**src/rtl/vu_peak_decay.sv**
```systemverilog
// Peak-hold / decay tracker for the VU meter bar.
// Optional thermometer output peak_bar is enabled by defining VU_PEAK_BAR_EN.
//
// state    | meaning
// ---------+-----------------------------------------------------------
// ST_IDLE  | peak is zero, waiting for a capture, timer parked at 0
// ST_HOLD  | peak frozen, timer counting down the hold interval
// ST_DECAY | peak drops one step each time the timer hits terminal count
module vu_peak_decay #(
    parameter int             w         = 4,
    parameter int             HOLD_CYC  = 16,
    parameter int             DECAY_CYC = 4,
    parameter logic [w-1:0]   initial_v = '0
) (
    input  logic              clk,
    input  logic              rst,
    input  logic              level_valid,
    input  logic [w-1:0]      level,
    output logic [w-1:0]      peak,
    output logic              holding,
`ifdef VU_PEAK_BAR_EN
    output logic              decaying,
    output logic [(2**w)-2:0] peak_bar
`else
    output logic              decaying
`endif
);

    localparam int TMR_MAX = (HOLD_CYC > DECAY_CYC) ? HOLD_CYC : DECAY_CYC;
    localparam int TW      = ($clog2(TMR_MAX) < 1) ? 1 : $clog2(TMR_MAX);

    localparam logic [TW-1:0] HOLD_LD  = TW'(HOLD_CYC - 1);
    localparam logic [TW-1:0] DECAY_LD = TW'(DECAY_CYC - 1);

    localparam logic [1:0] ST_IDLE  = 2'd0;
    localparam logic [1:0] ST_HOLD  = 2'd1;
    localparam logic [1:0] ST_DECAY = 2'd2;

    logic [1:0]    state, state_nxt;
    logic [TW-1:0] tmr, tmr_nxt;
    logic [w-1:0]  peak_nxt;
    logic          capture;
    logic          tmr_tc;

    assign capture = level_valid && (level != '0) && (level >= peak);
    assign tmr_tc  = (tmr == '0);

    always_comb begin
        state_nxt = state;
        tmr_nxt   = tmr;
        peak_nxt  = peak;
        if (capture) begin
            peak_nxt  = level;
            state_nxt = ST_HOLD;
            tmr_nxt   = HOLD_LD;
        end else begin
            case (state)
                ST_IDLE: tmr_nxt = '0;
                ST_HOLD: begin
                    if (tmr_tc) begin
                        state_nxt = ST_DECAY;
                        tmr_nxt   = DECAY_LD;
                    end else begin
                        tmr_nxt = tmr - TW'(1);
                    end
                end
                ST_DECAY: begin
                    if (tmr_tc) begin
                        tmr_nxt = DECAY_LD;
                        if (peak != '0) peak_nxt = peak - w'(1);
                        // Last step lands on zero: park in IDLE with the timer cleared.
                        if (peak <= w'(1)) begin
                            state_nxt = ST_IDLE;
                            tmr_nxt   = '0;
                        end
                    end else begin
                        tmr_nxt = tmr - TW'(1);
                    end
                end
                default: begin
                    state_nxt = ST_IDLE;
                    tmr_nxt   = '0;
                end
            endcase
        end
    end

    always_ff @(posedge clk) begin
        if (!rst) begin
            peak <= initial_v;
            if (initial_v == '0) begin
                state <= ST_IDLE;
                tmr   <= '0;
            end else begin
                state <= ST_HOLD;
                tmr   <= HOLD_LD;
            end
        end else begin
            peak  <= peak_nxt;
            state <= state_nxt;
            tmr   <= tmr_nxt;
        end
    end

    assign holding  = (state == ST_HOLD);
    assign decaying = (state == ST_DECAY);

`ifdef VU_PEAK_BAR_EN
    function automatic logic [(2**w)-2:0] therm(input logic [w-1:0] v);
        logic [(2**w)-2:0] t;
        t = '0;
        for (int i = 0; i < (2**w) - 1; i++) t[i] = (int'(v) > i);
        return t;
    endfunction

    // Registered from the same next-peak value so it tracks peak with equal latency.
    always_ff @(posedge clk) begin
        if (!rst) peak_bar <= therm(initial_v);
        else      peak_bar <= therm(peak_nxt);
    end
`endif

endmodule

```
**config.mk**
```make
export PLATFORM = sky130hd
export DESIGN_NAME = vu_peak_decay
export DESIGN_NICKNAME = d
export VERILOG_FILES = /design/src/rtl/vu_peak_decay.sv
export SDC_FILE = /design/constraint.sdc
export NUM_CORES = 1
export LEC_CHECK = 0
export CAP_MARGIN = 10
export CORE_ASPECT_RATIO = 0.8
export CORE_UTILIZATION = 45
export DETAILED_ROUTE_END_ITERATION = 12
export PLACE_DENSITY = 0.7
export SYNTH_ARGS = -nofsm -noshare
export SYNTH_HDL_FRONTEND = slang
export SYNTH_SLANG_ARGS = --single-unit
```
**constraint.sdc**
```tcl
create_clock -name clk -period 1.9 [get_ports clk]
set_input_delay 0.285 -clock clk [delete_from_list [all_inputs] [get_ports clk]]
set_output_delay 0.285 -clock clk [all_outputs]
set_load 0.005 [all_outputs]
```
==> results of run 1 <==
-- cells in the mapped netlist --
cell	n
mux2i_1	3
a21boi_0	3
xnor2_1	3
nor2_1	8
ha_1	11
o31ai_4	1
clkbuf_1	1
nor2b_1	1
nand3_1	4
nor4_4	1
nor2_2	1
o31a_1	1
nand2_1	4
nor3b_1	1
a211oi_1	1
and3_1	2
buf_4	1
nor3b_4	1
nor3_1	1
a21oi_1	2
o41ai_1	1
or3_4	1
o311ai_4	1
inv_1	12
xor2_1	2
dfxtp_1	10
o211a_1	1
o21ai_0	4
-- where the power goes --
part           leakage, nW  switching (mW)  internal [mW]
combinational        0.356           0.147          0.151
clock               0.0210          0.0805          0.117
sequential          0.0830          0.0246          0.235
-- metrics by stage --
step                      setup TNS [ps]  worst slack (ps)  util, %
after floorplan                        0             210.7        -
after global placement             -1197            -185.9    66.24
after detailed placement           -1728            -241.5    66.24
after CTS                              0             12.10    68.71
after global routing              -73.39            -73.39    69.81
final                                  0             90.77    69.81
-- final timing paths --
kind,from,end,slack (ps)
min,level[0],peak[0]$_SDFFE_PN0P_,380
max reg2reg,peak[1]$_SDFFE_PN0P_,peak[3]$_SDFFE_PN0P_,110
max,level[1],peak[3]$_SDFFE_PN0P_,90
min reg2reg,state[0]$_SDFFE_PN0P_,state[0]$_SDFFE_PN0P_,510
-- area by class of cell --
| cell class | count | share of cell area (%) |
|---|---|---|
| well taps | 21 | 2.558 |
| flip-flops and latches | 10 | 19.73 |
| inverters | 12 | 4.385 |
| clock buffers | 4 | 3.532 |
| repair buffers | 23 | 20.34 |
| multi-input cells | 59 | 49.45 |
-- critical path, stage by stage --
cell and delay [ps]:
clkdlybuf4s50_1 420, ha_1 290, o21ai_0 200, nor2_2 70, o31ai_4 250, buf_6 150, buf_4 120, o21ai_0 70
a21oi_1 150
-- registers in the layout, summed over array words and instances (netlist names) --
signal / flops
state: 2
tmr: 4
peak: 4
-- layer usage --
layer  GRT usage, %  share of wire [%]  vias up
li1               -                  -      336
met2          34.80                 45       18
met3          7.009                3.9        2
met4          10.42                1.0        0
met1          29.49                 50      312
met5              0                  0        -
-- cell families (layout without fill, tap and decap cells) --
family | Yosys count | count (layout) | synth area share [%]
buf+inv | 14 | 39 | 7.437
mux | 3 | 3 | 3.967
simple gates | 25 | 25 | 20.33
xor+xnor | 5 | 5 | 5.786
fa+ha+maj | 11 | 11 | 18.18
flops | 10 | 10 | 26.45
compound gates | 15 | 15 | 17.85
==> results.toml, run 1 <==
[run_status]
status = "finished, final reports clean"

[global_routing]
antenna_found_initial = 0
grt-ovfl-total = 0
grt_first_pass_wirelength_um = 2746
grt_max_degree = 11
grt_usage_pct = 23.00
grt_pass1_vias = 638

[clocking]
cts_hold_buf = 0
clk_path_buf_depth = 2
cts-resized-gates = 0
htree_levels = 1
cts_tree = "built"
cts_setup_buffers = 0
clk_latency_ps = 270
cts-root-buf = "clkbuf_4"
cts_made_buffers = 3
cts.clk_slew.worst_paths_ps = 70
clock_sink_count = 10

[yosys]
yosysSeqAreaShare_pct = 26.45
ys_types = 28
synth_top_area_share_pct = 26.45
synth-seq-cells = 10
synth_area_per_cell_um2 = 9.120
syn-cell-area_um2 = 757.0
syn_inst = 83
yosysWarnings = 0
syn_nets = 101
synthTopCellsByArea = "dfxtp_1, ha_1, inv_1"
yosys.area.top_type = "dfxtp_1"

[setup_path]
crit_fanout = 7
end_kind = "flip-flop"
required_ps = 2100
r2r.worst_path.cells = 9
path_class = "in -> reg"
worstSetupStartpointType = "primary input"
critPathArrivalTime_ps = 2010

[power]
p_total_uw = 753.9
cellPowerDensity_mw_per_mm2 = 733.9
ir_drop_v = 0.0004493
p_leak_nw = 0.4599

[finish]
fin_area_mm2 = 0.001027
drive_above_1_share_pct = 23.15
final_nets = 127
antennaDiodeCount = 0
seq_area_um2 = 202.7
n_fill_cell = 129
layout_common_cells = "inv_1, ha_1, clkdlybuf4s50_1"
final_cell_count_no_fill = 129
final_common_cell = "inv_1"
multi_input_area_um2 = 508.0
area_growth_pct = 35.70

[timing]
timing.fmax_ghz = 0.5527
hold_ws_ps = 384.0
timing.final.crit_share_pct = 95.22
drv_slew = 0
hold_violations = 0
min_period_ps = 1809
skew_ps = 6.707
relSlewSlack_pct = 73.36
worst_pin_slew_ps = 398.6
setup_viol = 0

[route]
vias = 668
drt_iter0_markers = 11
ant_nets = 0
wirelength_um = 1639
vias_per_cell = 5.178
drt_pass1_iterations = 5
post-route-drc-count = 0
wl_per_cell_um = 12.71

[placed_design]
gp_congestion = 0.7266
placedCellCount = 125
placed_area_um2 = 974.7
hpwl_um = 1295
portBuffers = 12

[floorplan]
die_area_mm2 = 0.001851
die_h_um = 38.69
die_w_um = 47.86
row_count = 12
start_util_pct = 51.45
pin_count = 13
core_area_mm2 = 0.001471

[flow_run]
cap_violations = 0

[min_path]
worstHoldPathCells = 3
hp-class = "in -> reg"
Note: power is estimated with default switching activity, not from simulation.
==> inputs of run 2 (changes only) <==
--- a/config.mk
+++ b/config.mk
@@ -5,7 +5,7 @@
 export SDC_FILE = /design/constraint.sdc
 export NUM_CORES = 1
 export LEC_CHECK = 0
-export CAP_MARGIN = 10
+export CAP_MARGIN = 20
 export CORE_ASPECT_RATIO = 0.8
 export CORE_UTILIZATION = 45
 export DETAILED_ROUTE_END_ITERATION = 12
==> results of run 2 <==
The final DEF is identical to that of run 1; final timing and power are the same.
